File: src/rtl/control_path_pkg.sv
// control_path_pkg -- shared definitions for the control_path block.
//   State encodings, opcode constants, opcode classes, reg_write/op_select
//   codes and IR field bit ranges, plus the opcode classifier.
package control_path_pkg;

  typedef enum logic [4:0] {
    S_HALT       = 5'b00000,
    S_READ_INS   = 5'b01000,
    S_DO         = 5'b01001,
    S_WAIT_LOAD  = 5'b01010,
    S_WAIT_STORE = 5'b01100,
    S_TRAP       = 5'b10000
  } state_e;

  localparam logic [2:0] OP_HALT = 3'b000;
  localparam logic [2:0] OP_LD   = 3'b001;
  localparam logic [2:0] OP_ST   = 3'b010;
  localparam logic [2:0] OP_NOP  = 3'b011;
  localparam logic [2:0] OP_ALU0 = 3'b100;
  localparam logic [2:0] OP_ALU1 = 3'b101;
  localparam logic [2:0] OP_ALU2 = 3'b110;
  localparam logic [2:0] OP_RSVD = 3'b111;

  typedef enum logic [2:0] {
    CLS_HALT,
    CLS_LD,
    CLS_ST,
    CLS_NOP,
    CLS_ALU_Y12,  // ALU writing both Y1 and Y2
    CLS_ALU_Y1,   // ALU writing Y1 only
    CLS_RSVD
  } op_class_e;

  localparam logic [1:0] RW_NONE = 2'b00;
  localparam logic [1:0] RW_Y1   = 2'b01;
  localparam logic [1:0] RW_Y12  = 2'b11;

  localparam logic [3:0] OPS_NONE = 4'b0000;
  localparam logic [3:0] OPS_ALU  = 4'b0001;
  localparam logic [3:0] OPS_LOAD = 4'b0010;

  // IR field bit ranges
  localparam int OPC_MSB = 31, OPC_LSB = 29;
  localparam int CONSTC_BIT = 28;
  localparam int CFG_MSB = 27, CFG_LSB = 24;
  localparam int Y2_MSB  = 23, Y2_LSB  = 20;
  localparam int Y1_MSB  = 19, Y1_LSB  = 16;
  localparam int A_MSB   = 15, A_LSB   = 12;
  localparam int B_MSB   = 11, B_LSB   = 8;
  localparam int C_MSB   = 7,  C_LSB   = 4;
  localparam int D_MSB   = 3,  D_LSB   = 0;

  function automatic op_class_e classify(input logic [2:0] opc);
    case (opc)
      OP_HALT: return CLS_HALT;
      OP_LD:   return CLS_LD;
      OP_ST:   return CLS_ST;
      OP_NOP:  return CLS_NOP;
      OP_ALU0: return CLS_ALU_Y12;
      OP_ALU1: return CLS_ALU_Y12;
      OP_ALU2: return CLS_ALU_Y1;
      default: return CLS_RSVD;
    endcase
  endfunction

endpackage

File: src/rtl/control_path_decode.sv
// control_path_decode -- combinational IR field extraction.
//   i_ir            : instruction register contents
//   o_opcode..o_d   : IR fields driven straight to the datapath selects
//   o_mem_loca_addr : memory address register select (IR[11:8])
//   o_reg_addr      : load destination / store source (IR[15:12])
//   o_cls           : opcode class consumed by the FSM
module control_path_decode
  import control_path_pkg::*;
(
  input  logic [31:0] i_ir,
  output logic [2:0]  o_opcode,
  output logic        o_alu_form,
  output logic [1:0]  o_alu_vec_perci,
  output logic [3:0]  o_alu_config,
  output logic        o_const_c,
  output logic [3:0]  o_a_select,
  output logic [3:0]  o_b_select,
  output logic [3:0]  o_c_select,
  output logic [3:0]  o_d_select,
  output logic [3:0]  o_y1_select,
  output logic [3:0]  o_y2_select,
  output logic [3:0]  o_mem_loca_addr,
  output logic [3:0]  o_reg_addr,
  output op_class_e   o_cls
);

  logic [2:0] w_opc;
  assign w_opc = i_ir[OPC_MSB:OPC_LSB];

  assign o_opcode        = w_opc;
  assign o_alu_form      = w_opc[0];
  assign o_alu_vec_perci = w_opc[2:1];
  assign o_alu_config    = i_ir[CFG_MSB:CFG_LSB];
  assign o_const_c       = i_ir[CONSTC_BIT];
  assign o_a_select      = i_ir[A_MSB:A_LSB];
  assign o_b_select      = i_ir[B_MSB:B_LSB];
  assign o_c_select      = i_ir[C_MSB:C_LSB];
  assign o_d_select      = i_ir[D_MSB:D_LSB];
  assign o_y1_select     = i_ir[Y1_MSB:Y1_LSB];
  assign o_y2_select     = i_ir[Y2_MSB:Y2_LSB];
  // Memory address and register share bit positions with B and A selects.
  assign o_mem_loca_addr = i_ir[B_MSB:B_LSB];
  assign o_reg_addr      = i_ir[A_MSB:A_LSB];
  assign o_cls           = classify(w_opc);

endmodule

File: src/rtl/control_path.sv
// control_path -- multi-cycle fetch/decode/execute control FSM.
//   clk, resetn (sync, active low), go (sampled in HALT only)
//   instruction, wait_instr, instr_segv : fetch port
//   wait_data, data_segv                : data port
//   pc_inc, reg_write, op_select, ld, st: enables
//   opcode .. reg_addr                  : IR fields (always reflect IR)
// Build option: define CONTROLPATH_TRAP_EN to trap on segv inputs and on the
// reserved opcode. Without it, segv is ignored, the reserved opcode runs as a
// NOP and TRAP cannot be entered.
module control_path
  import control_path_pkg::*;
(
  input  logic        clk,
  input  logic        resetn,
  input  logic        go,
  input  logic [31:0] instruction,
  input  logic        instr_segv,
  input  logic        data_segv,
  input  logic        wait_instr,
  input  logic        wait_data,
  output logic        pc_inc,
  output logic [2:0]  opcode,
  output logic        alu_form,
  output logic [1:0]  alu_vec_perci,
  output logic [3:0]  alu_config,
  output logic        const_c,
  output logic [3:0]  a_select,
  output logic [3:0]  alu_b_select,
  output logic [3:0]  alu_c_select,
  output logic [3:0]  alu_d_select,
  output logic [3:0]  alu_Y1_select,
  output logic [3:0]  alu_Y2_select,
  output logic [1:0]  reg_write,
  output logic [3:0]  op_select,
  output logic [3:0]  mem_loca_addr,
  output logic [3:0]  reg_addr,
  output logic        ld,
  output logic        st
);

  // Initialisers make the block come up in HALT with IR clear even when
  // resetn is never asserted.
  state_e      r_current_state = S_HALT;
  logic [31:0] r_ir = '0;
  op_class_e   w_cls;
  logic        w_isegv, w_dsegv;

`ifdef CONTROLPATH_TRAP_EN
  assign w_isegv = instr_segv;
  assign w_dsegv = data_segv;
`else
  logic w_segv_unused;
  assign w_segv_unused = instr_segv ^ data_segv;
  assign w_isegv = 1'b0;
  assign w_dsegv = 1'b0;
`endif

  control_path_decode u_decode (
    .i_ir            (r_ir),
    .o_opcode        (opcode),
    .o_alu_form      (alu_form),
    .o_alu_vec_perci (alu_vec_perci),
    .o_alu_config    (alu_config),
    .o_const_c       (const_c),
    .o_a_select      (a_select),
    .o_b_select      (alu_b_select),
    .o_c_select      (alu_c_select),
    .o_d_select      (alu_d_select),
    .o_y1_select     (alu_Y1_select),
    .o_y2_select     (alu_Y2_select),
    .o_mem_loca_addr (mem_loca_addr),
    .o_reg_addr      (reg_addr),
    .o_cls           (w_cls)
  );

  always_ff @(posedge clk) begin
    if (!resetn) begin
      r_current_state <= S_HALT;
      r_ir            <= '0;
    end else begin
      case (r_current_state)
        S_HALT:
          if (go) r_current_state <= S_READ_INS;
        S_READ_INS:
          // segv beats wait
          if (w_isegv) r_current_state <= S_TRAP;
          else if (!wait_instr) begin
            r_ir            <= instruction;
            r_current_state <= S_DO;
          end
        S_DO:
          case (w_cls)
            CLS_LD:   r_current_state <= S_WAIT_LOAD;
            CLS_ST:   r_current_state <= S_WAIT_STORE;
            CLS_HALT: r_current_state <= S_HALT;
`ifdef CONTROLPATH_TRAP_EN
            CLS_RSVD: r_current_state <= S_TRAP;
`endif
            default:  r_current_state <= S_READ_INS;
          endcase
        S_WAIT_LOAD, S_WAIT_STORE:
          if (w_dsegv) r_current_state <= S_TRAP;
          else if (!wait_data) r_current_state <= S_READ_INS;
        S_TRAP:
          r_current_state <= S_TRAP;
        default:
          r_current_state <= S_HALT;
      endcase
    end
  end

  // Enables: Moore on state/IR, except the WAIT exits which look at wait_data
  // so the write-back and PC advance line up with the memory handshake.
  always_comb begin
    pc_inc    = 1'b0;
    reg_write = RW_NONE;
    op_select = OPS_NONE;
    ld        = 1'b0;
    st        = 1'b0;
    case (r_current_state)
      S_DO:
        case (w_cls)
          CLS_ALU_Y12: begin
            reg_write = RW_Y12;
            op_select = OPS_ALU;
            pc_inc    = 1'b1;
          end
          CLS_ALU_Y1: begin
            reg_write = RW_Y1;
            op_select = OPS_ALU;
            pc_inc    = 1'b1;
          end
          CLS_NOP: pc_inc = 1'b1;
`ifndef CONTROLPATH_TRAP_EN
          CLS_RSVD: pc_inc = 1'b1;
`endif
          CLS_LD: ld = 1'b1;
          CLS_ST: st = 1'b1;
          default: ;
        endcase
      S_WAIT_LOAD: begin
        ld = 1'b1;
        if (!w_dsegv && !wait_data) begin
          reg_write = RW_Y1;
          op_select = OPS_LOAD;
          pc_inc    = 1'b1;
        end
      end
      S_WAIT_STORE: begin
        st = 1'b1;
        if (!w_dsegv && !wait_data) pc_inc = 1'b1;
      end
      default: ;
    endcase
  end

endmodule

File: config.mk
export PLATFORM = sky130hd
export DESIGN_NAME = control_path
export DESIGN_NICKNAME = d
export VERILOG_FILES = /design/src/rtl/control_path_pkg.sv /design/src/rtl/control_path_decode.sv /design/src/rtl/control_path.sv
export SDC_FILE = /design/constraint.sdc
export NUM_CORES = 1
export LEC_CHECK = 0
export CELL_PAD_IN_SITES_DETAIL_PLACEMENT = 2
export CELL_PAD_IN_SITES_GLOBAL_PLACEMENT = 2
export CORE_UTILIZATION = 18
export DETAILED_ROUTE_END_ITERATION = 16
export PLACE_DENSITY_LB_ADDON = 0.1
export SYNTH_ARGS = -nofsm -noshare
export SYNTH_HDL_FRONTEND = slang
export SYNTH_SLANG_ARGS = --single-unit
File: constraint.sdc
create_clock -name clk -period 2.1 [get_ports clk]
set_clock_uncertainty 0.1 [all_clocks]
set_input_delay 0.63 -clock clk [delete_from_list [all_inputs] [get_ports clk]]
set_output_delay 0.63 -clock clk [all_outputs]
set_load 0.02 [all_outputs]
==> run summary <==
Hold_buf cts -> 0
Sequential area share after synthesis -> 46.11%
Pwr per Cell Area -> 619.9 nW/um^2
Rows -> 34
Core area -> 8678 sq um
Vias in the first global route -> 1766
Ys async rst share -> 0%
Placed cell count -> 396
CTS tree -> done
Number of synthesis warnings -> 0
Failing checks -> negative setup slack
Area Overhead vs Synth -> 76.56%
Setup TNS -> -1588 ps
CP arrival -> 1720 ps
RSZ-0062 raised after global routing -> yes
Final Setup Violations -> 15
Final cell count without fillers -> 409
Pin count of the biggest net entering global routing -> 18
Root Driver -> clkbuf_8
Chip width -> 96.48 microns
Die area -> 9307 sq um
Crit Path Class -> reg -> out
Slowest-stage cell, CP -> or3b_4
Most frequent CP cell -> or3b_4
# clock sinks -> 37
CTS Buffer Depth -> 2
Final-report max-slew violation count -> 0
IO Pins -> 91
Area share of the largest cell type after synthesis -> 46.11%
Routed Antenna Nets -> 0
Gpl congestion -> 0.7094
PnR worst setup slack -> -353.1 ps
Iteration-0 DRC Markers -> 16
Global-route wire length before repair -> 9252 microns
Antenna cell count -> 0
Post-synth EDFFs -> 0
Mapped Cells -> 203
Port Buffers -> 86
Fin Hold WS -> 358.1 ps
Share of layout cells above drive strength 1 -> 21.59%
Peak Freq -> 407.6 MHz
Fillers -> 1021
Top_reg_cell synth -> dfxtp_1
Worst hold-check path type -> reg -> reg
CP delay by family, top -> simple AND/OR/NAND/NOR gates
Status -> finished, violations left
Worst path required time -> 1370 ps
Total track usage -> 13.18%
Skew-Pair Late Insertion Delay -> 280 ps
Largest cells by area after synthesis -> dfxtp_1 (46%), nand2_1 (16%), a21oi_1 (12%), buf_4 (6.1%), buf_6 (2.1%)
Min Clock Period, post-route -> 2453 ps
Layout Utilization -> 32.68%
Mapped Area -> 1607 sq um
Starting density of the core -> 18.51%
DR WL/cell -> 14.10 microns
Antenna violations before repair -> 0
Num CTS Buffers -> 5
Drt first pass iters -> 4
Worst VDD drop -> 0.2593 mV
Max incr delay on CP -> 400 ps
Final HPWL DP -> 4288 microns
Unique masters post-synth -> 35
Max cap viols -> 0
Detailed-route DRC error count -> 0
Largest area contributor in the netlist -> dfxtp_1
Seq cells post-synth -> 37
Crit path cell chain -> or3b_4, or3b_4, nor2_4, or2_4, buf_6
GR Overflow Total -> 0
Crit path buf inv count -> 1
Via count -> 1730
Max FO, Critical Path -> 3
CP Launch Type -> register
Syn Area/Cell -> 7.914 sq um
Detailed Route WL -> 5768 microns
Most common cell after layout, fill and taps aside -> clkdlybuf4s50_1
Vias per Instance -> 4.230
CTS H-tree lvls -> 2
Fin. Hold Viols -> 0
Clock transition at the registers of the reported paths -> 70 ps
Die Span Y -> 96.48 microns
Most frequent cells in the layout -> clkdlybuf4s50_1 (71), nand2_1 (65), a21oi_1 (36)
Pleak -> 1.076 nW
Period utilization -> 116.8%
Crit path capture type -> output port
Final nets -> 340
[per-stage QoR]
step / cell area [sq um] / power (mW) / worst slack (ps)
floorplan: 1624 / 1.005 / -138.1
global placement: 2630 / 1.229 / -687.1
detailed placement: 2630 / 1.234 / -707.0
CTS: 2775 / 1.785 / -395.3
global route: 2836 / 1.875 / -408.2
finish: 2836 / 1.758 / -353.1
[tightest hold or removal path, delay by kind of cell (launching register included)]
family             cells  cell delay (ps)
AOI/OAI and AO/OA      1               50
DFF                    1              310
and+or+nand+nor        1               50
[cells in the mapped netlist (2+ instances only)]
cell type  count
nand2_1       68
a21oi_1       37
dfxtp_1       37
buf_4         13
buf_2          5
nor2_1         5
clkbuf_1       4
buf_6          3
nand3_1        2
nand4b_1       2
o21ai_0        2
or4b_1         2
[final cells by class]
class	count	area, sq um	share of cell area, %
clock buffers	7	86.33	3.044
inverters	1	3.754	0.1323
multi-input cells	141	774.5	27.30
flip-flops and latches	37	748.2	26.38
well taps	108	135.1	4.764
repair buffers	115	1089	38.38
[registers in the layout (all words and copies together) (netlist names)]
name             count
r_current_state      5
r_ir                32
[cells by family (layout without fill, tap and decap cells)]
| logic type | after synthesis | in the layout | share of synthesized area, % |
|---|---|---|---|
| buf+inv | 26 | 123 | 10.90 |
| simple gates | 93 | 93 | 26.87 |
| flops | 37 | 37 | 46.11 |
| compound gates | 44 | 44 | 14.72 |
| mux | 1 | 1 | 0.6231 |
| other cells | 1 | 2 | 0.2334 |
| xor+xnor | 1 | 1 | 0.5453 |
[path summary, 6_finish.rpt]
path | slack (ps) | from | cells past startpoint | to
worst min-delay path | 360 | r_ir[0] | 2 | r_ir[0]
worst max register to register | -20 | r_current_state[4] | 8 | r_ir[4]
worst min register to register | 360 | r_ir[0] | 2 | r_ir[0]
worst max-delay path | -350 | r_current_state[4] | 5 | reg_write[0]
[where the power goes]
part,internal (mW),switching (mW),leakage [nW]
sequential,0.743,0.0258,0.303
clock,0.261,0.253,0.0443
combinational,0.247,0.229,0.728
[layer usage]
metal,wire length (microns),up-vias,GRT usage [%]
met5,0,-,0
met4,23,0,3.309
met3,388,2,4.617
met2,2735,47,21.54
met1,2620,828,16.49
li1,-,853,-
[repair_timing]
action                     CTS  global route
setup endpoints to repair   15            41
setup buffers                5             2
gates cloned                 0             0
pin swaps                    4             3
gates resized for setup     57            16
Power figures use the tool's default switching activity.
